**src/rtl/cp0_exc_reg.sv**
```systemverilog
// Coprocessor-0 register block: Count/Compare timer, Status, Cause, EPC,
// precise exception and ERET state update, hardware interrupt sampling.
module cp0_exc_reg #(
  parameter int          INT_NUM      = 6,
  parameter int          COUNT_DIV    = 1,
  parameter logic [31:0] PRID_VALUE   = 32'h00480102,
  parameter logic [31:0] CONFIG_VALUE = 32'h00008000
) (
  input  logic               clk,
  input  logic               rst,
  input  logic               we_i,
  input  logic [4:0]         waddr_i,
  input  logic [31:0]        data_i,
  input  logic [4:0]         raddr_i,
  input  logic [INT_NUM-1:0] int_i,
  input  logic [31:0]        excepttype_i,
  input  logic [31:0]        current_inst_addr_i,
  input  logic               is_in_delayslot_i,
  output logic [31:0]        data_o,
  output logic [31:0]        count_o,
  output logic [31:0]        compare_o,
  output logic [31:0]        status_o,
  output logic [31:0]        cause_o,
  output logic [31:0]        epc_o,
  output logic [31:0]        config_o,
  output logic [31:0]        prid_o,
  output logic               timer_int_o
);

  localparam int PW = (COUNT_DIV > 1) ? $clog2(COUNT_DIV) : 1;
  localparam logic [PW-1:0] PRE_MAX = PW'(COUNT_DIV - 1);

  localparam logic [4:0] R_COUNT   = 5'd9;
  localparam logic [4:0] R_COMPARE = 5'd11;
  localparam logic [4:0] R_STATUS  = 5'd12;
  localparam logic [4:0] R_CAUSE   = 5'd13;
  localparam logic [4:0] R_EPC     = 5'd14;
  localparam logic [4:0] R_PRID    = 5'd15;
  localparam logic [4:0] R_CONFIG  = 5'd16;

  localparam logic [31:0] ST_MASK  = 32'hF000FF03;
  localparam logic [31:0] CA_MASK  = 32'h00C00300;
  localparam logic [31:0] ST_RESET = 32'h10000000;
  localparam logic [31:0] T_ERET   = 32'h0000000E;

  logic [31:0]   count_q;
  logic [31:0]   compare_q;
  logic [31:0]   status_q;
  logic [31:0]   cause_q;
  logic [31:0]   epc_q;
  logic [PW-1:0] pre_q;
  logic          timer_q;

  logic [31:0] status_d;
  logic [31:0] cause_d;
  logic [31:0] epc_d;
  logic [4:0]  exc_code;
  logic        exc;
  logic        eret;
  logic        wr_count;
  logic        wr_cmp;
  logic        tick;
  logic        match;

  assign wr_count = we_i && (waddr_i == R_COUNT);
  assign wr_cmp   = we_i && (waddr_i == R_COMPARE);
  assign tick     = (pre_q == PRE_MAX);
  assign match    = (compare_q != 32'd0) && (count_q == compare_q);
  assign eret     = (excepttype_i == T_ERET);
  assign exc      = (excepttype_i != 32'd0) && !eret;

  always_comb begin
    exc_code = 5'h0a;
    case (excepttype_i)
      32'h1:   exc_code = 5'h00;
      32'h8:   exc_code = 5'h08;
      32'ha:   exc_code = 5'h0a;
      32'hc:   exc_code = 5'h0c;
      32'hd:   exc_code = 5'h0d;
      default: exc_code = 5'h0a;
    endcase
  end

  // WB write lands first; the exception then overrides EXL/EPC/BD/ExcCode
  always_comb begin
    status_d = status_q;
    cause_d  = cause_q;
    epc_d    = epc_q;
    if (we_i) begin
      unique case (1'b1)
        waddr_i == R_STATUS: status_d = data_i & ST_MASK;
        waddr_i == R_CAUSE:
          cause_d = (cause_q & ~CA_MASK) | (data_i & CA_MASK);
        waddr_i == R_EPC:    epc_d = data_i;
        default: ;
      endcase
    end
    for (int i = 0; i < INT_NUM; i++) begin
      cause_d[10+i] = int_i[i];
    end
    if (exc) begin
      if (!status_d[1]) begin
        epc_d = is_in_delayslot_i ? current_inst_addr_i - 32'd4
                                  : current_inst_addr_i;
        cause_d[31] = is_in_delayslot_i;
      end
      status_d[1]   = 1'b1;
      cause_d[6:2]  = exc_code;
    end else if (eret) begin
      status_d[1] = 1'b0;
    end
  end

  always_ff @(posedge clk) begin
    if (rst) begin
      count_q   <= 32'd0;
      compare_q <= 32'd0;
      status_q  <= ST_RESET;
      cause_q   <= 32'd0;
      epc_q     <= 32'd0;
      pre_q     <= '0;
      timer_q   <= 1'b0;
    end else begin
      if (wr_count) begin
        count_q <= data_i;
        pre_q   <= '0;
      end else begin
        pre_q <= tick ? '0 : pre_q + PW'(1);
        if (tick) count_q <= count_q + 32'd1;
      end
      if (wr_cmp) begin
        compare_q <= data_i;
        timer_q   <= 1'b0;
      end else if (match) begin
        timer_q <= 1'b1;
      end
      status_q <= status_d;
      cause_q  <= cause_d;
      epc_q    <= epc_d;
    end
  end

  always_comb begin
    data_o = 32'd0;
    if (!rst) begin
      case (raddr_i)
        R_COUNT:   data_o = count_q;
        R_COMPARE: data_o = compare_q;
        R_STATUS:  data_o = status_q;
        R_CAUSE:   data_o = cause_q;
        R_EPC:     data_o = epc_q;
        R_PRID:    data_o = PRID_VALUE;
        R_CONFIG:  data_o = CONFIG_VALUE;
        default:   data_o = 32'd0;
      endcase
    end
  end

  assign count_o     = count_q;
  assign compare_o   = compare_q;
  assign status_o    = status_q;
  assign cause_o     = cause_q;
  assign epc_o       = epc_q;
  assign config_o    = CONFIG_VALUE;
  assign prid_o      = PRID_VALUE;
  assign timer_int_o = timer_q;

endmodule

```
**config.mk**
```make
export PLATFORM = sky130hd
export DESIGN_NAME = cp0_exc_reg
export DESIGN_NICKNAME = d
export VERILOG_FILES = /design/src/rtl/cp0_exc_reg.sv
export SDC_FILE = /design/constraint.sdc
export NUM_CORES = 1
export LEC_CHECK = 0
export BUFFER_PORTS_ARGS = -buffer_cell sky130_fd_sc_hd__buf_2
export CAP_MARGIN = 25
export CELL_PAD_IN_SITES_DETAIL_PLACEMENT = 0
export CELL_PAD_IN_SITES_GLOBAL_PLACEMENT = 1
export CORE_MARGIN = 1.5
export CORE_UTILIZATION = 37
export CTS_CLUSTER_DIAMETER = 120
export DETAILED_ROUTE_END_ITERATION = 8
export PLACE_DENSITY_LB_ADDON = 0.1
export RECOVER_POWER = 25
export SLEW_MARGIN = 30
export SYNTH_ARGS = -nofsm -noshare
export SYNTH_HDL_FRONTEND = slang
export SYNTH_SLANG_ARGS = --single-unit
export TNS_END_PERCENT = 1
```
**constraint.sdc**
```tcl
create_clock -name clk -period 4.4 [get_ports clk]
set_input_delay 0.44 -clock clk [delete_from_list [all_inputs] [get_ports clk]]
set_output_delay 0.44 -clock clk [all_outputs]
set_load 0.05 [all_outputs]
```
# Word-level counts from Yosys, hierarchy flattened
# Cells that the tools add are included.
# Widths: inputs -> output; s select.
[word_totals]
output_inout_bits = 257
register_bits = 144
inputBits = 116
wordCells = 67
[op_classes]
mux = 19
eq_ne = 19
n_reduce_logical = 14
bitwise_logic = 2
add_sub_neg = 3
[op_table]
columns = ["cell", "n"]
rows = [
  ["$mux 32", 10],
  ["$pmux 32 s7", 1],
  ["$eq 32x4->1 const B", 4],
  ["$reduce_bool 32->1", 2],
  ["$eq 5x4->1 const B", 11],
  ["$add 32x1->32 const B", 1],
  ["$eq 32x1->1 const B", 1],
  ["$eq 32x32->1", 1],
  ["$or 32x24->32", 1],
  ["$sub 32x3->32 const B", 1],
  ["$pmux 4 s4", 1],
  ["$reduce_and 2->1", 3],
  ["$eq 5x5->1 const B", 1],
  ["$mux 5", 1],
  ["$logic_and 1x1->1", 4],
  ["$mux 1", 4],
  ["$mux 2", 2],
  ["$reduce_bool 2->1", 2],
  ["$reduce_or 3->1", 1],
  ["$ne 2x1->1 const B", 1],
  ["$reduce_or 2->1", 1],
  ["$add 1x1->1 const B", 1],
  ["$logic_not 1->1", 1],
  ["$not 1->1", 1],
]

# Logic depth before layout (Yosys ltp)
[depth]
depth_word = 5
depth_mapped = 8
ltp_nobuf = 7

# Least setup slack after synthesis
# No wires, ideal clock.
[synth_timing]
path_kind = "input port to output port"
from = "input port raddr_i[1]"
to = "output port data_o[12]"
path_buffers = 2
arrival_time_ns = 2.359
required_ns = 3.960
cell_stages = 6
slack_ns = 1.601
path_cell_list = "clkbuf_1 nand2_1 nor3_1 clkbuf_1 a22oi_1 a31oi_1"
[synth_via]
elab_chain_cells = 3
word_cells_on_any_way = 9
classes_between = "eq/ne (7); mux (2)"
[synth_rtl]
columns = ["item", "line", "source"]
rows = [
  ["from (decl)", "14", "input logic [4:0] raddr_i,"],
  ["$eq 5x5->1 or $eq 5x4->1 (tied branches)", "146", "case (raddr_i)"],
  ["$pmux 32 s7 *", "146", ""],
  ["$mux 32 *", "145", "if (!rst) begin"],
  ["to (decl)", "19", "output logic [31:0] data_o,"],
]
# Every way passes the cells marked *; elsewhere a longest branch is shown, timed or not.

# Final worst setup path
[layout_timing]
from = "input port waddr_i[4]"
to = "register epc_q[31], in the netlist epc_o[31]"
[layout_via]
elab_chain_cells = 5
word_cells_on_any_way = 8
classes_between = "eq/ne (2); mux (6)"
[layout_rtl]
columns = ["item", "line", "source"]
rows = [
  ["from (decl)", "12", "input logic [4:0] waddr_i,"],
  ["$eq 5x4->1, on equally long branches", "94, 91", ""],
  ["$mux 32 or $mux 2 (tied branches)", "90", "unique case (1'b1)"],
  ["$mux 32 or $mux 2 (tied branches)", "89", "if (we_i) begin"],
  ["$mux 32", "102", "if (!status_d[1]) begin"],
  ["$mux 32 *", "101", "if (exc) begin"],
  ["to (signal assigned)", "139", "epc_q <= epc_d;"],
  ["to (decl)", "50", "logic [31:0] epc_q;"],
]
# Marked as above.
# A chain may end at the register's enable or synchronous reset.

==> run summary <==
Die height: 153 µm
Die outline area: 23400 µm²
Overall power: 0.00338 W
Antenna violations before repair: 0
# rows: 54
Worst-path maximum fanout: 24
PortBufs: 273
Fmax: 0.321 GHz
Hold-fix buffers, CTS: 0
Post-CTS sizing: 0
Largest net degree at the start of global routing: 87
MaxCap Viol Count: 1
Yosys cell types: 69
Fillers: 2299
WP data arrival: 3.43 ns
Worst Path Required: 4.71 ns
Synth Flop Type: dfxtp_1
Clock slew at reported path FFs: 0.06 ns
VDD IR max: 0.000252 V
Clock Latency Late Sink: 0.43 ns
Yosys warning count: 0
Overall routing resource usage: 27.2%
Via density: 5.48
Failing checks: DRC, capacitance limit, slew limit
Syn avg cell area: 8.18 µm²
Setup TNS Final: 0 ns
Clock sinks: 127
First DRT Iteration DRCs: 913
Post-CTS Setup Repair Bufs: 0
DRC viols: 34
CP startpoint: waddr_i[4]
Final Max Tran Viols: 87
Final non-filler cell total: 1541
Crit start category: input pin
Max_slew headroom: -28.4%
Least-Margin Pin Slew: 1.93 ns
Initial core utilization: 38.0%
IO Count: 373
Sequential element share of the synthesized area: 30.5%
Hold Path Origin: int_i[2]
Post-layout nets: 1365
Clock skew: 0.0101 ns
DR pass1 iterations: 9
Yosys reg bits: 127
RSZ-0062 raised after global routing: false
Setup violations, final: 0
CTS H-tree lvls: 4
Synth Cell Area: 8340 µm²
Synth top area share: 30.5%
Share of cells above drive strength 1: 23.9%
Status: finished with violations
Per-cell routed wire length: 21.3 µm
Hpwl dp: 25400 µm
Hold Crit Class: in -> reg
Gr ovfl total: 0
Clk buf depth: 2
TritonCTS clock tree: yes
Routed Antenna Nets: 0
Placed cells: 1507
Core area: 22000 µm²
Vias: 8442
Die width: 153 µm
Power per cell area: 338 nW/µm²
First-pass GRT wire length: 48400 µm
Synth area leader: dfxtp_1
Area growth syn-to-layout: 19.9%
Placer Congestion: 0.952
Vias in the first global route: 7620
WS Path Type: in -> reg
Final Hold Violating Endpoints: 0
Total wire length: 32900 µm
Asr flop ratio synth: 0%
Root cell of the clock tree: clkbuf_16
Tcrit/Tclk final: 70.8%
Fin crit period: 3.12 ns
Mapped Cells: 1019
EDFF count, synth: 0
CP endpoint kind: register
LEAKAGE: 3.90 nW
Worst r2r src: count_o[2]
Top cells by area, synth: dfxtp_1 (30%), buf_4 (9.2%), xnor2_1 (6.3%)
Total CTS buffers: 17
-- flip-flops by register name (all words and copies together), names as in the netlist --
register,cells
compare_o,32
timer_int_o,1
epc_o,32
count_o,32
status_o,14
pre_q,1
cause_o,15
-- layout by cell type, fill, tap and decap left out, types with 17 or more instances in the layout --
master,instances
xor2_1,23
nand4_1,29
nand2_1,113
clkbuf_1,59
a21oi_1,63
nor4_1,34
nor3_1,34
clkbuf_16,17
dfxtp_1,127
conb_1,100
a211oi_1,46
mux2i_1,36
buf_2,214
xnor2_1,60
a222oi_1,21
nand3_1,20
a22oi_1,17
nor2_1,73
-- cells in the mapped netlist, drive strengths merged, types with 11 or more instances --
library cell and instances:
dfxtp 127, buf 119, nand2 114, nor2 75
a21oi 64, xnor2 60, clkbuf 53, a211oi 46
nor3 38, mux2i 37, nor4 36, nand4 30
xor2 23, a222oi 21, nand3 20, a22oi 17
o21ai 14, a311oi 13, or3 12, mux2 11
-- per-layer routing --
metal | track usage (%) | vias to the layer above | routed length (µm)
li1 | - | 3984 | -
met1 | 36.9 | 4007 | 14200
met2 | 43.4 | 410 | 15300
met3 | 5.02 | 41 | 2600
met4 | 8.87 | 0 | 801
met5 | 0 | - | 0
-- stage by stage --
stage          hold slack [ns]  utilization, %  area, µm²  setup slack [ns]
2_1_floorplan            0.564               -       8710              1.60
4_1_cts                  0.208            45.8      10100              1.48
3_5_place_dp             0.509            43.0       9450              1.42
3_3_place_gp             0.501            43.0       9430              1.47
5_1_grt                  0.216            45.5      10000              1.07
6_report                 0.218            45.5      10000              1.28
-- final cells by class --
class	count	area [µm²]	share of cell area, %
Antenna cell	1	2.50	0.0250
Clock buffer	17	425	4.25
Clock inverter	15	186	1.86
Inverter	6	22.5	0.225
Multi-Input combinational cell	812	5080	50.8
Sequential cell	127	2540	25.4
Tap cell	280	350	3.50
Timing Repair Buffer	283	1390	13.9
-- critical path: stages --
cell and delay, ns:
buf_2 0.10, nand3b_1 0.31, or4b_1 0.57, clkbuf_1 0.53
mux2i_4 0.84, nand2_4 0.32, a311oi_1 0.30
-- kinds of logic after synthesis --
family | Yosys count | share of synthesized area, %
multiplexers | 48 | 6.08
flip-flops | 127 | 30.5
adder cells (fa/ha/maj) | 2 | 0.300
other | 2 | 0.0901
AO/OA/AOI/OAI | 207 | 17.8
XOR/XNOR | 83 | 8.72
buffers and inverters | 178 | 13.3
AND/OR/NAND/NOR | 372 | 23.2
-- report_power, final --
part	total, W	internal, W	switching, W
clock	0.00148	0.000898	0.000587
sequential	0.00125	0.00119	0.0000577
combinational	0.000647	0.000136	0.000510
total	0.00338	0.00222	0.00116
-- final timing paths --
path                      end  slack, ns  cells past startpoint
setup / recovery    epc_o[31]       1.28                      7
hold / removal    cause_o[12]       0.22                      2
setup reg to reg  count_o[31]       1.91                      5
hold reg to reg   cause_o[22]       0.53                      2
Power figures use the tool's default switching activity.
